**src/rtl/div_share_arbiter.sv**
```systemverilog
//==============================================================================
// Module      : div_share_arbiter
// Description : Round-robin front end sharing one fixed-latency 16-bit unsigned
//               divider among N_REQ requesters. Optional macro
//               DIV_SHARE_ZERO_CHECK_EN short-circuits zero divisors.
// Revision    : 1.0 - initial release
//==============================================================================
`default_nettype none

module div_share_arbiter #(
    parameter  int N_REQ       = 4,
    parameter  int DIV_LATENCY = 1,
    localparam int ID_W        = (N_REQ > 2) ? $clog2(N_REQ) : 1
) (
    input  logic                  clk,
    input  logic                  rst_n,
    input  logic [N_REQ-1:0]      req_valid,
    output logic [N_REQ-1:0]      req_ready,
    input  logic [16*N_REQ-1:0]   req_u,
    input  logic [16*N_REQ-1:0]   req_v,
    output logic [15:0]           div_u,
    output logic [15:0]           div_v,
    output logic                  div_start,
    input  logic [15:0]           div_q,
    output logic                  resp_valid,
    input  logic                  resp_ready,
    output logic [ID_W-1:0]       resp_id,
    output logic [15:0]           resp_q,
    output logic                  resp_dz
);

    typedef enum logic [1:0] {
        S_IDLE = 2'd0,
        S_WAIT = 2'd1,
        S_RESP = 2'd2
    } state_t;

    localparam logic [3:0] c_lat = 4'(DIV_LATENCY);

    state_t          r_state;
    logic [ID_W-1:0] r_ptr;
    logic [3:0]      r_cnt;
    logic [15:0]     r_div_u;
    logic [15:0]     r_div_v;
    logic            r_start;
    logic            r_valid;
    logic [ID_W-1:0] r_id;
    logic [15:0]     r_q;
`ifdef DIV_SHARE_ZERO_CHECK_EN
    logic            r_dz;
`endif

    logic            w_found;
    logic [ID_W-1:0] w_win;
    logic [ID_W-1:0] w_idx;
    logic [ID_W-1:0] w_ptr_nxt;
    logic [15:0]     w_u;
    logic [15:0]     w_v;

    // Search upward from the pointer, wrapping, for the first valid request.
    always_comb begin
        w_found = 1'b0;
        w_win   = '0;
        w_idx   = '0;
        for (int i = 0; i < N_REQ; i++) begin
            w_idx = ID_W'((int'(r_ptr) + i) % N_REQ);
            if (!w_found && req_valid[w_idx]) begin
                w_found = 1'b1;
                w_win   = w_idx;
            end
        end
    end

    always_comb begin
        w_u = '0;
        w_v = '0;
        for (int k = 0; k < N_REQ; k++) begin
            if (w_win == ID_W'(k)) begin
                w_u = req_u[16*k +: 16];
                w_v = req_v[16*k +: 16];
            end
        end
    end

    assign w_ptr_nxt = (w_win == ID_W'(N_REQ - 1)) ? '0 : w_win + 1'b1;

    always_comb begin
        req_ready = '0;
        if (r_state == S_IDLE && w_found) begin
            req_ready[w_win] = 1'b1;
        end
    end

    always_ff @(posedge clk or negedge rst_n) begin
        if (!rst_n) begin
            r_state <= S_IDLE;
            r_ptr   <= '0;
            r_cnt   <= '0;
            r_div_u <= '0;
            r_div_v <= '0;
            r_start <= 1'b0;
            r_valid <= 1'b0;
            r_id    <= '0;
            r_q     <= '0;
`ifdef DIV_SHARE_ZERO_CHECK_EN
            r_dz    <= 1'b0;
`endif
        end else begin
            r_start <= 1'b0;
            case (r_state)
                S_IDLE: begin
                    if (w_found) begin
                        r_id  <= w_win;
                        r_ptr <= w_ptr_nxt;
`ifdef DIV_SHARE_ZERO_CHECK_EN
                        // Zero divisor bypasses the divider entirely.
                        if (w_v == 16'd0) begin
                            r_q     <= 16'hFFFF;
                            r_dz    <= 1'b1;
                            r_valid <= 1'b1;
                            r_state <= S_RESP;
                        end else
`endif
                        begin
                            r_div_u <= w_u;
                            r_div_v <= w_v;
                            r_cnt   <= c_lat;
                            r_start <= 1'b1;
                            r_state <= S_WAIT;
                        end
                    end
                end
                S_WAIT: begin
                    if (r_cnt == 4'd0) begin
                        r_q     <= div_q;
`ifdef DIV_SHARE_ZERO_CHECK_EN
                        r_dz    <= 1'b0;
`endif
                        r_valid <= 1'b1;
                        r_state <= S_RESP;
                    end else begin
                        r_cnt <= r_cnt - 4'd1;
                    end
                end
                S_RESP: begin
                    if (resp_ready) begin
                        r_valid <= 1'b0;
                        r_state <= S_IDLE;
                    end
                end
                default: r_state <= S_IDLE;
            endcase
        end
    end

    assign div_u      = r_div_u;
    assign div_v      = r_div_v;
    assign div_start  = r_start;
    assign resp_valid = r_valid;
    assign resp_id    = r_id;
    assign resp_q     = r_q;
`ifdef DIV_SHARE_ZERO_CHECK_EN
    assign resp_dz    = r_dz;
`else
    assign resp_dz    = 1'b0;
`endif

endmodule

`default_nettype wire
```
**config.mk**
```make
export PLATFORM = sky130hd
export DESIGN_NAME = div_share_arbiter
export DESIGN_NICKNAME = d
export VERILOG_FILES = /design/src/rtl/div_share_arbiter.sv
export SDC_FILE = /design/constraint.sdc
export NUM_CORES = 1
export LEC_CHECK = 0
export ABC_AREA = 1
export CORE_ASPECT_RATIO = 1.2
export CORE_UTILIZATION = 39
export CTS_CLUSTER_DIAMETER = 60
export DETAILED_ROUTE_END_ITERATION = 10
export PLACE_DENSITY = 0.82
export SLEW_MARGIN = 20
export SYNTH_ARGS = -nofsm -noshare
export SYNTH_HDL_FRONTEND = slang
export SYNTH_SLANG_ARGS = --single-unit
```
**constraint.sdc**
```tcl
create_clock -name clk -period 3.3 [get_ports clk]
set_input_delay 0.33 -clock clk [delete_from_list [all_inputs] [get_ports clk]]
set_output_delay 0.33 -clock clk [all_outputs]
set_load 0.03 [all_outputs]
```
==> out/metrics.yaml, run 1 <==
end_kind: "primary output"
hold_buffers: 0
netlist_area_mm2: 0.00359
clk_latency_ns: 0.33
max_freq_ghz: 0.333
p_leak_nw: 2.76
grt_max_degree: 65
vdd_ir_drop_max_v: 0.000808
core-area_mm2: 0.00899
min_period_ns: 3.00
syn_nets: 668
fin_skew_ns: 0.0108
portBuffers: 206
tightest_slew_ns: 0.767
ys_ff_latch: 60
fin_tns_setup_ns: 0
cts_buffer_depth: 2
antenna_left: 0
ys.flop_type: "dfrtp_1"
start_util_pct: 40.0
fp.dieH_um: 107
synth.avg_cell_area_um2: 7.02
worst-r2r-cell-count: 17
worst_r2r_endpoint: "div_u[0]"
netlist_instances: 512
h-tree-depth: 3
synthArstFlopShare_pct: 100
drive_gt1_share_pct: 7.44
drc: 0
dieArea_mm2: 0.00960
gp_congestion: 0.957
path_clk_slew_ns: 0.07
hold_path_class: "in -> async"
critPathKind: "reg -> out"
hold_viol: 0
synth_cell_types: 25
grt_pass1_wl_um: 18600
crit_path_start_kind: "flip-flop"
vias: 4131
rsz0062_at_grt: "no"
root_buffer: "clkbuf_8"
avgRoutedWirePerCell_um: 14.1
final_cells: 832
synthToLayoutAreaGrowth_pct: 65.9
grt_util_all_layers_pct: 25.3
maxCapViolations: 0
pre_cts_slack_ns: 0.258
dp.final_hpwl_um: 8760
antenna_found_initial: 0
maxSlewViolCount: 0
cts_sinks: 60
place_inst: 816
dr.pass1.iters: 6
status: "finished clean"
die_x_um: 89.6
drt-total-wl_um: 11700
period_share_pct: 91.0
cp-startpoint: "r_ptr[0]"
io_pins: 208
ys_seq_area_share_pct: 41.8
rr_startpoint: "r_ptr[0]"
via_per_inst: 4.97
endpoint: "req_ready[3]"
finalWorstSetupSlack_ns: 0.297
power_density_mw_per_mm2: 1290
dr.first_iter.drc_count: 212
num_antenna_cells: 0
grt-ovfl-total: 0
reg2reg_slack_ns: 0.44
ys_warn_count: 0
synth_edf_count: 0
setup_viol: 0
cts_made_buffers: 9
relSlewSlack_pct: 48.9
tritoncts: "built"
worstPathRequired_ns: 2.97
worstPathMaxFanout: 11
critPathArrivalTime_ns: 2.67
rows: 38
grt_pass1_vias: 4117
nets: 863
cells in the mapped netlist (3+ instances only):
| cell type | number | area [um2] |
|---|---|---|
| inv_1 | 20 | 75.1 |
| nor2_1 | 9 | 33.8 |
| mux2_1 | 4 | 45.0 |
| dfrtp_1 | 60 | 1500 |
| nand2_2 | 3 | 18.8 |
| mux2_2 | 12 | 135 |
| nand3_1 | 14 | 70.1 |
| clkbuf_1 | 17 | 63.8 |
| a21oi_1 | 34 | 170 |
| buf_2 | 10 | 50.1 |
| ha_1 | 5 | 62.6 |
| o21ai_0 | 63 | 315 |
| nand2_1 | 238 | 893 |
| o21ai_1 | 7 | 35.0 |
how the worst min path moves through the flow:
stage / start / endpoint / slack, ns / cells after the start
floorplan: rst_n / div_start / 0.03 / 0
global placement: rst_n / resp_q[0] / 0.46 / 1
detailed placement: rst_n / resp_q[2] / 0.46 / 1
CTS: rst_n / resp_q[5] / 0.09 / 1
global route: rst_n / resp_q[5] / 0.13 / 1
finish: rst_n / resp_q[5] / 0.07 / 1
report_power, final:
part | internal, mW | total (mW) | switching, mW | leakage (nW)
clock | 0.499 | 0.796 | 0.297 | 0.115
combinational | 2.08 | 5.60 | 3.52 | 1.90
sequential | 1.11 | 1.30 | 0.192 | 0.739
layout by cell type (no fill, tap or decap), drive strengths merged, types with 2 or more instances in the layout:
cell           instances
a21oi                 34
buf                   13
bufinv                 3
clkbuf                 9
clkdlybuf4s50        201
clkinv                 2
clkinvlp               2
dfrtp                 60
ha                     5
inv                   22
mux2                  16
nand2                242
nand3                 16
nand4                  2
nor2                  10
o21ai                 70
cells by family (layout without fill, tap and decap cells):
| logic type | Yosys count | after routing | share of synthesized area [%] |
|---|---|---|---|
| flip-flops | 60 | 60 | 41.8 |
| buffers and inverters | 54 | 254 | 6.62 |
| AO/OA/AOI/OAI | 104 | 104 | 14.5 |
| adder cells (fa/ha/maj) | 5 | 5 | 1.74 |
| other | 1 | 1 | 0.104 |
| multiplexers | 16 | 16 | 5.02 |
| XOR/XNOR | 1 | 1 | 0.244 |
| AND/OR/NAND/NOR | 271 | 271 | 30.0 |
per-layer routing:
metal  up-vias  GRT usage [%]  routed length, um
li1       2025              -                  -
met1      1906           27.1               4490
met2       174           47.4               6220
met3        26           4.23                709
met4         0           11.0                323
met5         -              0                  0
critical path, stage by stage, from the launching register on:
cell           delay (ns)
dfrtp_2              0.48
inv_1                0.21
nand2_1              0.11
nand3_1              0.10
nand2_1              0.11
nor2_4               0.16
nand3_1              0.08
nand3_1              0.11
nand2_1              0.12
inv_1                0.10
ha_2                 0.18
inv_1                0.04
nor2_1               0.08
dlygate4sd2_1        0.46
final cells by class:
cell class	count	area [um2]
fillers	743	3030
repair buffers	216	2130
multi-input cells	398	1860
flip-flops and latches	60	1500
well taps	120	150
clock buffers	9	124
clock inverters	7	115
inverters	22	82.6
registers in the layout, indices dropped and copies added (netlist names):
register	cells
resp_id	2
div_v	16
r_ptr	2
div_u	16
resp_valid	1
div_start	1
resp_q	16
r_cnt	4
r_state	2
stage by stage:
step	total power, mW	hold slack [ns]	utilization, %	area, um2
after floorplan	5.14	0.0344	-	3590
after global placement	6.70	0.455	63.6	5720
after detailed placement	6.89	0.455	63.6	5720
after CTS	7.71	0.0909	66.3	5960
after global routing	8.48	0.126	66.3	5960
final	7.69	0.0663	66.3	5960
what timing repair did:
action | in CTS | in global routing
resized for setup | 1 | 2
pin swaps | 0 | 0
buffers inserted | 0 | 0
setup endpoints to repair | 1 | 3
hold endpoints to repair | 0 | 0
Note: power is estimated with default switching activity, not from simulation.
==> run 2: changes to the inputs <==
HOLD_SLACK_MARGIN = 0.06   (was not set)
SKIP_CTS_REPAIR_TIMING = 1   (was not set)
==> out/metrics.yaml, run 2 (synthesis results as in run 1) <==
maxSlewViolCount: 0  # unchanged
critPathArrivalTime_ns: 2.66  # about the same
final_cells: 832  # unchanged
layout_common_cells: "238 x nand2_1, 201 x clkdlybuf4s50_1, 63 x o21ai_0"
max_freq_ghz: 0.335  # +0.52%
reg2reg_slack_ns: 0.43  # about the same
clk_latency_ns: 0.34  # about the same
avgRoutedWirePerCell_um: 14.1  # about the same
vias: 4126  # -0.12%
synthToLayoutAreaGrowth_pct: 66.0  # about the same
cts_made_buffers: 9  # unchanged
antenna_left: 0  # unchanged
pre_cts_slack_ns: 0.258  # unchanged
worst_r2r_endpoint: "div_u[0]"
fp.dieH_um: 107  # unchanged
dr.pass1.iters: 6  # unchanged
grt_max_degree: 65  # unchanged
final_common_cell: "nand2_1"
gp_congestion: 0.957  # unchanged
crit_path_start_kind: "flip-flop"
nets: 863  # unchanged
via_per_inst: 4.96  # -0.12%
power_density_mw_per_mm2: 1290  # about the same
p_leak_nw: 2.77  # +0.48%
fin_skew_ns: 0.0117  # +0.000938 ns
relSlewSlack_pct: 49.0  # +0.12 points
drc: 0  # unchanged
rsz0062_at_grt: "no"
cp-startpoint: "r_ptr[0]"
grt_pass1_vias: 4117  # unchanged
grt_pass1_wl_um: 18600  # unchanged
root_buffer: "clkbuf_8"
critPathKind: "reg -> out"
tightest_slew_ns: 0.765  # -0.00179 ns
worstPathMaxFanout: 13  # +2
finalWorstSetupSlack_ns: 0.312  # +0.0156 ns
drt-total-wl_um: 11800  # about the same
end_kind: "primary output"
grt_util_all_layers_pct: 25.3  # unchanged
stdcell_area_mm2: 0.00596  # about the same
setup_viol: 0  # unchanged
min_period_ns: 2.99  # -0.0156 ns
portBuffers: 206  # unchanged
worstPathRequired_ns: 2.97  # about the same
drive_gt1_share_pct: 7.44  # unchanged
io_pins: 208  # unchanged
hold_viol: 0  # unchanged
status: "finished clean"
num_antenna_cells: 0  # unchanged
rows: 38  # unchanged
rr_startpoint: "r_ptr[0]"
dr.first_iter.drc_count: 222  # +4.7%
core-area_mm2: 0.00899  # unchanged
period_share_pct: 90.5  # -0.47 points
worst-r2r-cell-count: 17  # unchanged
dieArea_mm2: 0.00960  # unchanged
vdd_ir_drop_max_v: 0.000806  # -0.25%
grt-ovfl-total: 0  # unchanged
maxCapViolations: 0  # unchanged
h-tree-depth: 3  # unchanged
antenna_found_initial: 0  # unchanged
fillCellCount: 742  # -0.13%
place_inst: 816  # unchanged
p_total_mw: 7.69  # about the same
dp.final_hpwl_um: 8760  # unchanged
path_clk_slew_ns: 0.08  # about the same
tritoncts: "built"
die_x_um: 89.6  # unchanged
cts_buffer_depth: 2  # unchanged
endpoint: "req_ready[2]"
cts_sinks: 60  # unchanged
start_util_pct: 40.0  # unchanged
place_area_mm2: 0.00572  # unchanged
hold_path_class: "in -> async"
[run 2: cell count changes in the layout (fill, tap and decap cells not counted), sizes merged]
cell / previous run / this run
dlygate4sd2: 1 / 0
dlymetal6s2s: 1 / 2
[run 2: cell type report]
| class | instances | area, um2 | area share, % |
|---|---|---|---|
| multi-input cells | 398 | 1860 | 31.2 |
| clock inverters | 7 | 115 | 1.93 |
| clock buffers | 9 | 124 | 2.08 |
| repair buffers | 216 | 2130 | 35.7 |
| flip-flops and latches | 60 | 1500 | 25.2 |
| inverters | 22 | 82.6 | 1.38 |
| well taps | 120 | 150 | 2.52 |
[run 2: routing by layer]
layer	track usage (%)	part of all wire, %	vias up
met5	0	0	-
met4	11.0	2.9	0
met3	4.23	5.9	29
met2	47.4	53	163
met1	27.1	38	1910
li1	-	-	2024
[run 2: worst min-delay path by stage]
| stage | slack, ns | to | startpoint | depth (start not counted) |
|---|---|---|---|---|
| after CTS | 0.09 | resp_q[5] | rst_n | 1 |
| after floorplan | 0.03 | div_start | rst_n | 0 |
| after global placement | 0.46 | resp_q[0] | rst_n | 1 |
| final | 0.07 | div_v[2] | rst_n | 1 |
| after detailed placement | 0.46 | resp_q[2] | rst_n | 1 |
| after global routing | 0.13 | resp_q[5] | rst_n | 1 |
[run 2: through the flow]
step	util (%)	hold slack, ns	TNS [ns]
after floorplan	-	0.0344	0
after global placement	63.6	0.455	0
after detailed placement	63.6	0.455	0
after CTS	66.3	0.0909	-0.0388
after global routing	66.4	0.126	0
final	66.4	0.0657	0
[run 2: report_power, final]
part	internal (mW)	switching, mW	leakage [nW]
clock network	0.499	0.298	0.115
registers	1.11	0.192	0.739
logic	2.08	3.52	1.92
total	3.69	4.01	2.77
[run 2: worst max-delay path, cell delays in order, from the launching register on]
cell and delay [ns]:
dfrtp_2 0.48, inv_1 0.21, nand2_1 0.11, nand3_1 0.11, nand2_1 0.11, nor2_4 0.16, nand3_1 0.08, nand3_1 0.11
nand2_1 0.11, inv_1 0.09, ha_1 0.18, inv_1 0.06, buf_4 0.18, nor2_1 0.14, buf_4 0.19
